`config.mk`:
```
export PLATFORM = sky130hd
export DESIGN_NAME = rom_rd_ctrl
export DESIGN_NICKNAME = d
export VERILOG_FILES = /design/src/rtl/rom_rd_ctrl_pkg.sv /design/src/rtl/rom_rd_marker_pipe.sv /design/src/rtl/rom_rd_ctrl.sv
export SDC_FILE = /design/constraint.sdc
export NUM_CORES = 1
export LEC_CHECK = 0
export CORE_MARGIN = 5
export CORE_UTILIZATION = 30
export CTS_BUF_LIST = sky130_fd_sc_hd__clkbuf_8
export CTS_CLUSTER_SIZE = 8
export DETAILED_ROUTE_END_ITERATION = 6
export PLACE_DENSITY = 0.44
export SKIP_CTS_REPAIR_TIMING = 1
export SLEW_MARGIN = 20
export SYNTH_ARGS = -nofsm -noshare
export SYNTH_HDL_FRONTEND = slang
export SYNTH_HIERARCHICAL = 1
export SYNTH_SLANG_ARGS = --single-unit
```
`constraint.sdc`:
```
create_clock -name clk -period 2.75 [get_ports clk]
set_clock_uncertainty 0.1 [all_clocks]
set_input_delay 0.275 -clock clk [delete_from_list [all_inputs] [get_ports clk]]
set_output_delay 0.275 -clock clk [all_outputs]
set_load 0.005 [all_outputs]
```
`src/rtl/rom_rd_ctrl_pkg.sv`:
```
// Shared types and defaults for the frame-read sequencer in front of rom_rd.
package rom_rd_ctrl_pkg;

   localparam int DEF_ADDR_WIDTH = 16;
   localparam int DEF_DIM_WIDTH  = 9;
   localparam int DEF_RD_LAT     = 2;

   typedef enum logic [1:0] {
      ST_IDLE,
      ST_READ,
      ST_FLUSH,
      ST_DONE
   } state_t;

   typedef struct packed {
      logic sof;
      logic eol;
      logic eof;
   } marker_t;

endpackage

```
`src/rtl/rom_rd_marker_pipe.sv`:
```
// Delays pixel-position markers by the reader's data-valid latency.
module rom_rd_marker_pipe
   import rom_rd_ctrl_pkg::*;
#(
   parameter int RD_LAT = DEF_RD_LAT
) (
   input  logic    clk,
   input  logic    rst_n,
   input  logic    i_valid,
   input  marker_t i_mk,
   output logic    o_valid,
   output marker_t o_mk
);

   logic [RD_LAT-1:0] r_vld;
   marker_t           r_mk [RD_LAT];

   always_ff @(posedge clk or negedge rst_n) begin
      if (!rst_n) begin
         r_vld <= '0;
         for (int i = 0; i < RD_LAT; i++) begin
            r_mk[i] <= '0;
         end
      end else begin
         r_vld[0] <= i_valid;
         // markers only enter alongside a real read
         r_mk[0]  <= i_valid ? i_mk : '0;
         for (int i = 1; i < RD_LAT; i++) begin
            r_vld[i] <= r_vld[i-1];
            r_mk[i]  <= r_mk[i-1];
         end
      end
   end

   assign o_valid = r_vld[RD_LAT-1];
   assign o_mk    = o_valid ? r_mk[RD_LAT-1] : '0;

endmodule

```
`src/rtl/rom_rd_ctrl.sv`:
```
// Frame-read sequencer: raster-order ROM read enables, done pulse, and
// position markers aligned with the reader's data-valid output.
module rom_rd_ctrl
   import rom_rd_ctrl_pkg::*;
#(
   parameter int ADDR_WIDTH = DEF_ADDR_WIDTH,
   parameter int DIM_WIDTH  = DEF_DIM_WIDTH,
   parameter int RD_LAT     = DEF_RD_LAT
) (
   input  logic                 clk,
   input  logic                 rst_n,
   input  logic                 start_i,
   input  logic                 abort_i,
   input  logic [DIM_WIDTH-1:0] img_w_i,
   input  logic [DIM_WIDTH-1:0] img_h_i,
   input  logic                 ds_ready_i,
   output logic                 rd_en_o,
   output logic                 rd_done_o,
   output logic                 busy_o,
   output logic                 frame_done_o,
   output logic                 aborted_o,
   output logic                 sof_o,
   output logic                 eol_o,
   output logic                 eof_o
);

   localparam int FW = (RD_LAT < 2) ? 1 : $clog2(RD_LAT);

   if (2 * (DIM_WIDTH - 1) > ADDR_WIDTH) begin : g_cfg_chk
      $error("rom_rd_ctrl: max W*H exceeds ROM address space");
   end

   state_t               r_state;
   state_t               w_next;
   logic [DIM_WIDTH-1:0] r_col;
   logic [DIM_WIDTH-1:0] r_row;
   logic [DIM_WIDTH-1:0] r_w_m1;
   logic [DIM_WIDTH-1:0] r_h_m1;
   logic [FW-1:0]        r_flush;
   logic                 r_aborted;
   logic                 w_start;
   logic                 w_rd;
   logic                 w_abort;
   logic                 w_eol;
   logic                 w_last;
   logic                 w_zero;
   logic                 w_pv;
   marker_t              w_mk;
   marker_t              w_pmk;

   assign w_start = (r_state == ST_IDLE) && start_i;
   assign w_abort = (r_state == ST_READ) && abort_i;
   assign w_eol   = (r_col == r_w_m1);
   assign w_last  = w_eol && (r_row == r_h_m1);
   assign w_zero  = (img_w_i == '0) || (img_h_i == '0);

   always_comb begin
      w_next       = r_state;
      w_rd         = 1'b0;
      rd_done_o    = 1'b0;
      frame_done_o = 1'b0;
      busy_o       = 1'b1;
      case (r_state)
         ST_IDLE: begin
            busy_o = 1'b0;
            if (start_i) begin
               w_next = w_zero ? ST_DONE : ST_READ;
            end
         end
         ST_READ: begin
            // abort outranks ready and suppresses the read that cycle
            w_rd = ds_ready_i && !abort_i;
            if (abort_i || (w_rd && w_last)) begin
               w_next = ST_FLUSH;
            end
         end
         ST_FLUSH: begin
            if (r_flush == FW'(RD_LAT - 1)) begin
               w_next = ST_DONE;
            end
         end
         ST_DONE: begin
            rd_done_o    = 1'b1;
            frame_done_o = 1'b1;
            w_next       = ST_IDLE;
         end
         default: w_next = ST_IDLE;
      endcase
   end

   always_ff @(posedge clk or negedge rst_n) begin
      if (!rst_n) begin
         r_state <= ST_IDLE;
      end else begin
         r_state <= w_next;
      end
   end

   always_ff @(posedge clk or negedge rst_n) begin
      if (!rst_n) begin
         r_col     <= '0;
         r_row     <= '0;
         r_w_m1    <= '0;
         r_h_m1    <= '0;
         r_flush   <= '0;
         r_aborted <= 1'b0;
      end else begin
         if (w_start) begin
            r_col     <= '0;
            r_row     <= '0;
            r_w_m1    <= img_w_i - 1'b1;
            r_h_m1    <= img_h_i - 1'b1;
            r_aborted <= 1'b0;
         end else if (w_rd) begin
            if (w_eol) begin
               r_col <= '0;
               r_row <= r_row + 1'b1;
            end else begin
               r_col <= r_col + 1'b1;
            end
         end
         if (w_abort) begin
            r_aborted <= 1'b1;
         end
         if (r_state == ST_FLUSH) begin
            r_flush <= r_flush + 1'b1;
         end else begin
            r_flush <= '0;
         end
      end
   end

   assign w_mk.sof = (r_col == '0) && (r_row == '0);
   assign w_mk.eol = w_eol;
   assign w_mk.eof = w_last;

   rom_rd_marker_pipe #(
      .RD_LAT (RD_LAT)
   ) u_mk_pipe (
      .clk     (clk),
      .rst_n   (rst_n),
      .i_valid (w_rd),
      .i_mk    (w_mk),
      .o_valid (w_pv),
      .o_mk    (w_pmk)
   );

   assign rd_en_o   = w_rd;
   assign aborted_o = r_aborted;
   assign sof_o     = w_pv && w_pmk.sof;
   assign eol_o     = w_pv && w_pmk.eol;
   assign eof_o     = w_pv && w_pmk.eof;

endmodule

```
==> summary.txt, run 1 <==
Placed design
  • Placer Congestion: 0.787
  • Placed inst area: 0.00308 sq mm
  • Post-DP HPWL: 4450 microns
  • Dpl cells: 412
  • Input/output buffers: 30
  • Place WS: 0.406 ns

Synth
  • Syn Area/Cell: 9.54 sq um
  • Number of synthesized register bits: 48
  • Post-synthesis adder-cell area fraction: 5.21%
  • Post-synthesis sequential area ratio: 45.5%
  • Library cells used by synthesis: 39
  • Mapped Area: 0.00264 sq mm
  • Synth top area share: 45.5%
  • Post-synthesis simple-gate area fraction: 21.9%
  • Syn Nets: 311
  • Xor-xnor portion of the synthesized cell area: 11.9%
  • Synth warn: 6
  • Synth top area cells: dfrtp_1 (45%), xnor2_1 (6.0%), xor2_1 (6.0%)
  • Most common cell in the netlist: dfrtp_1
  • Async set or reset register ratio after synthesis: 100%
  • Largest family of logic cells by synthesized area: simple AND/OR/NAND/NOR gates
  • Mux share of post-synthesis cell area: 1.18%
  • Top_reg_cell synth: dfrtp_1
  • Leading area contributor after synthesis: dfrtp_1
  • Syn Inst Count: 277
  • Synth Area in Compound Gates: 10.6%
  • Synth cell count leaders: dfrtp_1 (48), nand2_1 (26), o21ai_0 (19), xnor2_1 (18), xor2_1 (18)
  • Post-synth EDFFs: 0

Finish
  • FILL cells: 850
  • Diodes inserted: 0
  • Finished Cell Area: 0.00318 sq mm
  • Area growth from synthesis to layout: 20.5%
  • Nets@finish: 346
  • Finished Core Util: 36.9%
  • Finished Layout Cells: 421
  • Layout cell share with drive strength beyond 1: 5.75%

Detailed routing
  • Post-route ant nets: 0
  • DRT iter0 DRCs: 56
  • Detailed-route wire length per cell: 13.8 microns
  • Initial DRT Pass Iterations: 4
  • Vias/cell: 4.70
  • DRC Markers: 0
  • Final WL: 5810 microns
  • Vias: 1,978

Power and ir drop
  • Peak VDD IR: 0.329 mV
  • Total power: 2.27 mW
  • Cell area power density: 714 mW/mm^2
  • LEAKAGE: 1.38 nW

Floorplan
  • Total Die Area: 0.0108 sq mm
  • Placement Rows: 34
  • Core box area: 0.00864 sq mm
  • Die X: 104 microns
  • Ports: 31
  • Die height: 104 microns
  • Initial core utilization: 30.6%

Timing
  • Final Slew Violations: 0
  • TNS Setup: 0 ns
  • Final critical-path required period: 2.34 ns
  • Final WS setup: 0.415 ns
  • Peak Freq: 0.428 GHz
  • Slew margin rel.: 66.4%
  • Final setup fails: 0
  • Final Hold Viols: 0
  • Hold WS: 0.254 ns
  • Final period util: 84.9%
  • RSZ-0062 raised after global routing: false
  • Worst Tran Pin Value: 0.505 ns

GRT
  • Largest net degree at the start of global routing: 35
  • Congestion Overflow GR: 0
  • Vias in the first global route: 1,947
  • Initial antenna violation count: 0
  • Tot GR Track Use: 11.0%
  • First-pass GRT wire length: 9950 microns

Worst setup path
  • Startpoint types: register
  • Worst reg-to-reg path cell count: 5
  • Worst r2r src: r_col[7]
  • Max Fanout on Critical Path: 16
  • Critical Path Start: r_col[7]
  • CP required: 2.88 ns
  • Crit Path Class: register to register
  • Worst setup EP type: register
  • CP arrival: 2.46 ns

Clock tree
  • Worst-path clk slew: 0.09 ns
  • Max H-tree Level: 2
  • CTS tree: done
  • Skew-Pair Late Insertion Delay: 0.30 ns
  • CTS buffer count: 5
  • Clock Tree Root: clkbuf_8
  • CTS max path bufs: 2
  • Clk sink count: 48

Min path
  • Hold Path Cell Cnt: 0
  • Worst hold start: u_mk_pipe/r_vld[0]
  • Worst Hold Class: register to register

Status
  • Status: finished clean

Run
  • Max-cap violations: 0
[cells by family after synthesis]
logic type	count (synthesis)
and+or+nand+nor	104
AOI/OAI and AO/OA	50
DFF	48
xor gates and xnor gates	36
buffers and inverters	25
adders and majority gates	11
muxes	3
[cell usage in the layout, fill, tap and decap left out, drive strengths merged]
cell,count
dfrtp,48
clkdlybuf4s50,29
nand2,26
o21ai,24
xor2,18
xnor2,18
inv,17
a21oi,14
nand3,12
nor3,11
ha,11
nor2,10
and2,10
or3,7
nor4,7
buf,7
clkbuf,6
nor4b,4
nand2b,4
a31oi,4
nand4,4
o31ai,3
or4,3
o21a,2
mux2i,2
and4,1
nand3b,1
nand4b,1
o211a,1
nor4bb,1
mux2,1
o31a,1
a22o,1
nor3b,1
nor2b,1
clkinvlp,1
dlygate4sd3,1
[area by class of cell]
type                       count  area [sq um]  area share (%)
inverter                      16          60.1            1.89
multi-input combinational    204          1340            42.2
tap                          108           135            4.25
sequential                    48          1200            37.7
clock buffer                   6          82.6            2.59
clock inverter                 2          11.3           0.354
timing repair buffer          37           350            11.0
[final timing paths]
kind / endpoint / slack, ns
min reg2reg: u_mk_pipe/r_vld[1] / 0.25
min in group asynchronous: r_state[0] / 0.36
max: r_row[5] / 0.41
max reg2reg: r_row[5] / 0.41
min: u_mk_pipe/r_vld[1] / 0.25
max in group asynchronous: r_row[2] / 1.59
[critical path, stage by stage, from the launching register on]
cell,delay (ns)
dfrtp_1,0.47
xor2_1,0.22
nor4_4,0.35
nand4_2,0.38
or4_1,0.58
a21oi_1,0.15
[state kept, by name, summed over array words and instances (netlist names)]
name / cells
r_w_m1: 9
r_h_m1: 9
u_mk_pipe/r_mk: 6
r_flush: 1
r_row: 9
aborted_o: 1
r_state: 2
r_col: 9
u_mk_pipe/r_vld: 2
[power breakdown]
| part | internal, mW | total, mW | switching, mW |
|---|---|---|---|
| Combinational | 0.379 | 0.801 | 0.423 |
| Sequential | 0.885 | 1.03 | 0.142 |
| Clock | 0.201 | 0.446 | 0.245 |
[per-layer routing]
metal | global-route usage [%] | part of all wire (%) | up-vias
met2 | 16.0 | 42 | 31
met4 | 3.33 | 1.4 | 0
met5 | 0 | 0 | -
li1 | - | - | 1027
met3 | 1.86 | 2.3 | 5
met1 | 16.6 | 54 | 915
Note: power is estimated with default switching activity, not from simulation.
==> run 2: changes to the inputs <==
- clock period: 2.75 -> 2.15 ns (I/O delays scaled with it)
==> run 2 against run 1 <==
- worst setup slack worse by 0.34 ns
- global-route usage is 0.64 points higher
- design area grew 11%
- critical path type unchanged
- highest routed layer unchanged
==> summary.txt, run 2 (synthesis gave the netlist of run 1 again) <==
Status
  • Status: finished clean

Timing
  • Peak Freq: 0.483 GHz
  • Final Hold Viols: 0
  • Worst Tran Pin Value: 0.578 ns
  • Final setup fails: 0
  • Hold WS: 0.255 ns
  • Final Slew Violations: 0
  • Final WS setup: 0.0787 ns
  • Final period util: 96.3%
  • Final critical-path required period: 2.07 ns
  • Slew margin rel.: 61.5%

Clock tree
  • Clk sink count: 48
  • CTS tree: done
  • Worst-path clk slew: 0.09 ns
  • Max H-tree Level: 2
  • Skew-Pair Late Insertion Delay: 0.31 ns
  • Clock Tree Root: clkbuf_8
  • CTS max path bufs: 2
  • CTS buffer count: 5

Worst setup path
  • Worst setup EP type: register
  • Max Fanout on Critical Path: 8
  • CP arrival: 2.21 ns
  • Crit Path Class: register to register
  • Startpoint types: register
  • CP required: 2.29 ns

Detailed routing
  • Final WL: 6220 microns
  • Initial DRT Pass Iterations: 4
  • Vias/cell: 4.63
  • Post-route ant nets: 0
  • DRT iter0 DRCs: 51
  • Detailed-route wire length per cell: 13.6 microns
  • Vias: 2,124
  • DRC Markers: 0

Finish
  • Finished Layout Cells: 459
  • Area growth from synthesis to layout: 33.5%
  • Nets@finish: 384
  • Finished Core Util: 40.8%
  • Commonest non-fill, non-tap cell in the layout: dfrtp_1
  • Finished Cell Area: 0.00353 sq mm
  • Layout cell share with drive strength beyond 1: 18.5%
  • Most frequent cells in the layout: dfrtp_1 (48), buf_4 (42), clkdlybuf4s50_1 (28)
  • Diodes inserted: 0

Floorplan
  • Die height: 104 microns
  • Ports: 31
  • Die X: 104 microns
  • Placement Rows: 34
  • Initial core utilization: 30.6%
  • Core box area: 0.00864 sq mm
  • Total Die Area: 0.0108 sq mm

Placed design
  • Place WS: -0.0607 ns
  • Placed inst area: 0.00334 sq mm
  • Input/output buffers: 30
  • Post-DP HPWL: 4720 microns
  • Placer Congestion: 0.767
  • Dpl cells: 445

GRT
  • First-pass GRT wire length: 10,400 microns
  • Vias in the first global route: 2,102
  • Tot GR Track Use: 11.6%
  • Congestion Overflow GR: 0
  • Initial antenna violation count: 0
  • Largest net degree at the start of global routing: 35

Run
  • Max-cap violations: 0

Power and ir drop
  • Clock power share: 18.7%
  • Gate power share: 39.7%
  • LEAKAGE: 1.59 nW
  • Internal: 2.00 mW
  • Cell area power density: 882 mW/mm^2
  • Sequential share of power: 41.7%
  • Peak VDD IR: 0.463 mV
  • P_sw: 1.11 mW
  • Sw frac: 35.6%

Min path
  • Worst Hold Class: register to register
[run 2: cell types whose count changed in the layout (fill, tap and decap cells not counted), moves of 2 or more]
cell,before,now
buf_4,6,42
a21oi_1,14,12
a21oi_2,0,2
clkinv_2,0,2
inv_1,15,13
[run 2: power by group through the flow]
stage | Clock (mW) | Combinational [mW] | Sequential [mW]
global route | 0.638 | 1.41 | 1.33
finish | 0.581 | 1.23 | 1.30
floorplan | 0 | 0.723 | 1.28
global placement | 0 | 1.17 | 1.31
detailed placement | 0 | 1.18 | 1.32
CTS | 0.593 | 1.18 | 1.30
[run 2: cell type report]
type / instances / area (sq um)
multi-input combinational: 204 / 1380
tap: 108 / 135
sequential: 48 / 1200
fill: 877 / 5110
clock inverter: 2 / 10.0
clock buffer: 6 / 82.6
timing repair buffer: 75 / 654
inverter: 16 / 60.1
[run 2: path summary, 6_finish.rpt]
path                                         start            endpoint  slack (ns)  cells past startpoint
worst max-delay path                      r_col[7]            r_row[6]        0.08                      6
worst min-delay path            u_mk_pipe/r_vld[0]  u_mk_pipe/r_vld[1]        0.25                      0
worst max register to register            r_col[7]            r_row[6]        0.08                      6
worst min register to register  u_mk_pipe/r_vld[0]  u_mk_pipe/r_vld[1]        0.25                      0
max in group asynchronous                    rst_n            r_row[0]        1.07                      3
min in group asynchronous                    rst_n             r_flush        0.34                      2
[run 2: critical path, cell delays in order (launching register included)]
cell	delay, ns
dfrtp_1	0.41
xor2_1	0.19
nor4_4	0.29
buf_4	0.16
nand4_4	0.16
or4_1	0.54
a21oi_2	0.16
[run 2: layer usage]
layer	global-route usage [%]	wire (microns)	share of wire, %
met1	17.2	3290	53
met2	17.3	2710	44
met3	2.30	157	2.5
met4	3.05	68	1.1
met5	0	0	0
[run 2: per-stage QoR]
stage	total power, mW	TNS (ns)
finish	3.11	0
detailed placement	2.50	-0.0607
CTS	3.08	-0.117
global route	3.38	-0.00413
floorplan	2.00	0
global placement	2.48	-0.0287
==> RTL change 1: new RTL, flow settings as in run 2 <==
Encoding of `state_t`: now one-hot (4 bits for 4 states).
--- a/src/rtl/rom_rd_ctrl_pkg.sv
+++ b/src/rtl/rom_rd_ctrl_pkg.sv
@@ -5,11 +5,11 @@
    localparam int DEF_DIM_WIDTH  = 9;
    localparam int DEF_RD_LAT     = 2;
 
-   typedef enum logic [1:0] {
-      ST_IDLE,
-      ST_READ,
-      ST_FLUSH,
-      ST_DONE
+   typedef enum logic [3:0] {
+      ST_IDLE  = 4'b0001,
+      ST_READ  = 4'b0010,
+      ST_FLUSH = 4'b0100,
+      ST_DONE  = 4'b1000
    } state_t;
 
    typedef struct packed {
Behaviour: no difference found for any inputs over 10 cycles, from zero or initial values and one cycle with rst_n low; not proved beyond that.
==> RTL change 1 against run 2 <==
The run now ends with setup timing left. Total power is 7.9% lower. Critical path depth is 2 lower. Area after synthesis is 4.3% higher. Routed wire length is 3.9% higher. Fmax is 7.6% lower. Final area is 2.6% lower. Sequential cell count is 2 higher. Synthesized cell count is 4.3% higher. Setup slack worse by 0.17 ns. Combinational power is 21% lower. Critical path type is now flip-flop to output pin.
==> RTL change 1: results <==
group,metric,value,unit
run_status,violations,"setup timing",
synth,ys_types,45,
sta,setup_viol,1,
run_status,status,"complete, but fails checks",
cells_and_area,layout-drive-gt1-share,0.1313,
synth,syn-instance-count,289,
placed_design,dpl_cell_area,3264,um^2
sta,slew_headroom,0.6832,
sta,layout_setup_ws,-0.09178,ns
synth,synth_common_cells,"dfrtp_1 (49), nand2_1 (32), o21ai_0 (27)",
route,drt-total-wl,6464,um
synth,ys_seq_area_frac,0.4544,
synth,yosys-top-cells-area,"dfrtp_1 (44%), xor2_1 (6.4%), o21ai_0 (4.9%), nand2_1 (4.4%), xnor2_1 (4.1%)",
route,drt_pass1_iterations,6,
synth,syn_nets,320,
power_and_ir_drop,p_leak,1.474,nW
placed_design,numPlacedInstances,435,
sta,finalSetupTns,-0.09178,ns
power_and_ir_drop,irDropWorstVdd,0.0004711,V
critical_path,crit_start,"r_state[0]",
critical_path,r2r-start,"r_col[1]",
route,drt_iter0_drc,56,
synth,synth-compound-area-share,0.1108,
global_routing,grt.total_usage,0.1215,
synth,yosys.area_share.adder,0.03631,
placed_design,dp_hpwl,4867,um
cells_and_area,num-nets-final,365,
route,wl_per_cell,14.49,um
global_routing,grt_pass1_vias,2136,
sta,finalHoldWorstSlack,0.2545,ns
global_routing,grt_max_degree,33,
placed_design,place.gp.congestion,0.8730,
synth,synthMuxAreaShare,0.003631,
[RTL change 1: cell types whose count changed after synthesis, sizes merged, moves of 5 or more]
cell / change
nor2: +5
nand2: +6
xnor2: -5
a21oi: -6
buf: +7
[RTL change 1: layer usage]
metal,vias to the layer above,global-route usage,routed length (um)
met3,9,0.02143,184
met2,46,0.1826,2834
met4,0,0.04718,137
met1,1043,0.1730,3307
li1,1116,-,-
met5,-,0,0
[RTL change 1: final timing paths]
check / endpoint / cells after the start
min: u_mk_pipe/r_mk[1] / 0
max in group asynchronous: r_state[0] / 3
max: rd_en_o / 4
min in group asynchronous: r_row[2] / 2
min reg2reg: u_mk_pipe/r_mk[1] / 0
max reg2reg: r_row[6] / 6
[RTL change 1: through the flow]
step,utilization,total power [mW],setup slack (ns)
floorplan,-,1.888,0.2336
global placement,0.3584,2.264,0.06845
detailed placement,0.3584,2.271,0.05009
CTS,0.3684,2.855,-0.1999
global route,0.3773,3.092,-0.2049
finish,0.3773,2.864,-0.09178
[RTL change 1: critical path: stages, from the launching register on]
cell	delay (ns)
dfstp_2	0.41
nor4b_4	0.28
and3b_2	0.24
buf_6	0.17
clkdlybuf4s50_1	0.52
[RTL change 1: area by class of cell]
cell class | instances | area [um^2] | share of cell area
Multi-Input combinational cell | 214 | 1431 | 0.4165
Sequential cell | 50 | 1252 | 0.3644
Tap cell | 111 | 138.9 | 0.04041
Clock inverter | 2 | 8.758 | 0.002548
Timing Repair Buffer | 51 | 478.0 | 0.1391
Clock buffer | 6 | 82.58 | 0.02403
Inverter | 12 | 45.04 | 0.01311
[RTL change 1: power breakdown]
part	leakage (nW)	internal, mW	switching (mW)
registers	0.661	1.16	0.170
clock network	0.0524	0.256	0.313
logic	0.760	0.424	0.543
[RTL change 1: cell families (layout without fill, tap and decap cells)]
family,after synthesis,in the layout
adder cells (fa/ha/maj),8,8
AO/OA/AOI/OAI,52,52
AND/OR/NAND/NOR,119,120
buffers and inverters,26,71
multiplexers,1,1
flip-flops,50,50
XOR/XNOR,33,33
==> RTL change 2: new RTL, flow settings as in run 2 <==
Without the edit above. The package constant `DEF_RD_LAT` goes from 2 to 4.
--- a/src/rtl/rom_rd_ctrl_pkg.sv
+++ b/src/rtl/rom_rd_ctrl_pkg.sv
@@ -3,7 +3,7 @@
 
    localparam int DEF_ADDR_WIDTH = 16;
    localparam int DEF_DIM_WIDTH  = 9;
-   localparam int DEF_RD_LAT     = 2;
+   localparam int DEF_RD_LAT     = 4;
 
    typedef enum logic [1:0] {
       ST_IDLE,
Function: changed (a bounded check fails within 4 cycles, from zero or initial values and one cycle with rst_n low).
==> RTL change 2 against run 2 <==
Area after synthesis increased by 12%. Count of clock-buffer cells in the layout increased by 6. Total power increased by 22%. Sequential cell count increased by 9. Routed wire length increased by 6.6%. Fmax decreased by 0.26%. Setup slack got worse by 0.0054 ns. Register-to-register slack improved by 0.03 ns. Non-clock buffer count decreased by 7. Global-route usage increased by 0.98 points. Via count increased by 7.5%. Final area increased by 11%.
==> RTL change 2: results <==
group,metric,value,unit
synth,synthMuxAreaShare,0.01060,
route,viasPerCell,4.503,
route,wl_per_cell,13.08,um
cts,clk_path_buf_depth,2,
critical_path,critPathMaxStageDelay,0.48,ns
hold_path,hp-start,"u_mk_pipe/r_mk[8]",
global_routing,grt_max_degree,36,
critical_path,path_delay_family,"buffers and inverters",
sta,tightest_slew,0.5337,ns
global_routing,grt_first_pass_wirelength,11460,um
synth,syn_nets,334,
global_routing,grt.total_usage,0.1262,
sta,period_minus_slack,2.077,ns
synth,yosys.area_share.adder,0.05089,
cells_and_area,num-nets-final,405,
critical_path,arrival,1.76,ns
synth,synth_xor_area_frac,0.1039,
global_routing,antenna_found_initial,0,
critical_path,slowest_stage,"clkdlybuf4s50_1",
placed_design,dp_hpwl,5218,um
cells_and_area,largest-register,"u_mk_pipe/r_mk",
power_and_ir_drop,irDropWorstVdd,0.0004415,V
route,wl_met1,3389,um
placed_design,place.gp.congestion,0.8252,
cts,clkTransAtPathRegs,0.07,ns
critical_path,ff2ff_path_depth,6,
global_routing,grt_pass1_vias,2341,
synth,ys_seq_area_frac,0.4835,
route,wl_met2,2972,um
placed_design,numPlacedInstances,489,
route,maxUsedRoutingLayer,"met4",
cts,clock_latency,0.33,ns
synth,syn_area_per_cell,9.867,um^2
critical_path,r2r-start,"r_state[0]",
placed_design,dp_slack,-0.2816,ns
cells_and_area,stdcell_count,507,
power_and_ir_drop,p_leak,1.715,nW
critical_path,crit_path_end,"rd_en_o",
route,drt_iter0_drc,117,
power_and_ir_drop,p_sw_frac,0.3398,
route,dr_wl_met3,179,um
synth,synth_common_cells,"dfrtp_1 (57), nand2_1 (35), xnor2_1 (27)",
run_status,status,"completed",
synth,yosys-top-cells-area,"dfrtp_1 (48%), xnor2_1 (8.0%), ha_1 (5.1%), nand2_1 (4.5%), o21ai_0 (3.9%)",
cts,h-tree-depth,3,
cells_and_area,layout-drive-gt1-share,0.1791,
cells_and_area,n_fill_cell,971,
synth,ys_types,44,
critical_path,r2r_end,"r_state[1]",
critical_path,crit_fanout,3,
synth,async_flop_share,1.000,
cts,numCtsBuffers,9,
critical_path,r2r_setup_slack,0.11,ns
## RTL change 2: cell types whose count changed after synthesis, moves of 5 or more
cell     before  now
a21oi_1      14    7
dfrtp_1      48   57
nand2_1      26   35
nor2_1       10   19
o21ai_1       5    0
xnor2_1      18   27
xor2_1       18    8
## RTL change 2: cell families after synthesis
| family | after synthesis |
|---|---|
| buffers and inverters | 26 |
| adders and majority gates | 12 |
| muxes | 3 |
| AOI/OAI and AO/OA | 44 |
| xor gates and xnor gates | 35 |
| DFF | 57 |
| and+or+nand+nor | 122 |
## RTL change 2: power groups by stage
stage	Clock [mW]	Combinational, mW	Sequential (mW)
after floorplan	0	0.822	1.48
after global routing	1.00	1.59	1.53
after global placement	0	1.31	1.51
final	0.910	1.40	1.49
after detailed placement	0	1.33	1.51
after CTS	0.951	1.33	1.49
## RTL change 2: worst min path at each step
stage | to | slack (ns) | cells past startpoint
2_1_floorplan | aborted_o | -0.18 | 0
5_1_grt | u_mk_pipe/r_mk[4] | 0.26 | 0
6_report | u_mk_pipe/r_mk[5] | 0.25 | 0
4_1_cts | u_mk_pipe/r_mk[4] | -0.23 | 1
3_3_place_gp | u_mk_pipe/r_mk[4] | 0.13 | 1
3_5_place_dp | u_mk_pipe/r_mk[4] | 0.14 | 1
## RTL change 2: metal layers
metal,GRT usage,vias up
met5,0,-
met4,0.05610,0
met3,0.02427,9
met2,0.1912,44
met1,0.1746,1053
li1,-,1177
## RTL change 2: layout make-up
class / count / area (um^2) / share of cell area
multi-input cells: 216 / 1469 / 0.3760
well taps: 133 / 166.4 / 0.04260
flip-flops and latches: 57 / 1426 / 0.3652
inverters: 18 / 67.56 / 0.01730
clock inverters: 3 / 16.27 / 0.004164
repair buffers: 68 / 595.6 / 0.1525
clock buffers: 12 / 165.2 / 0.04228
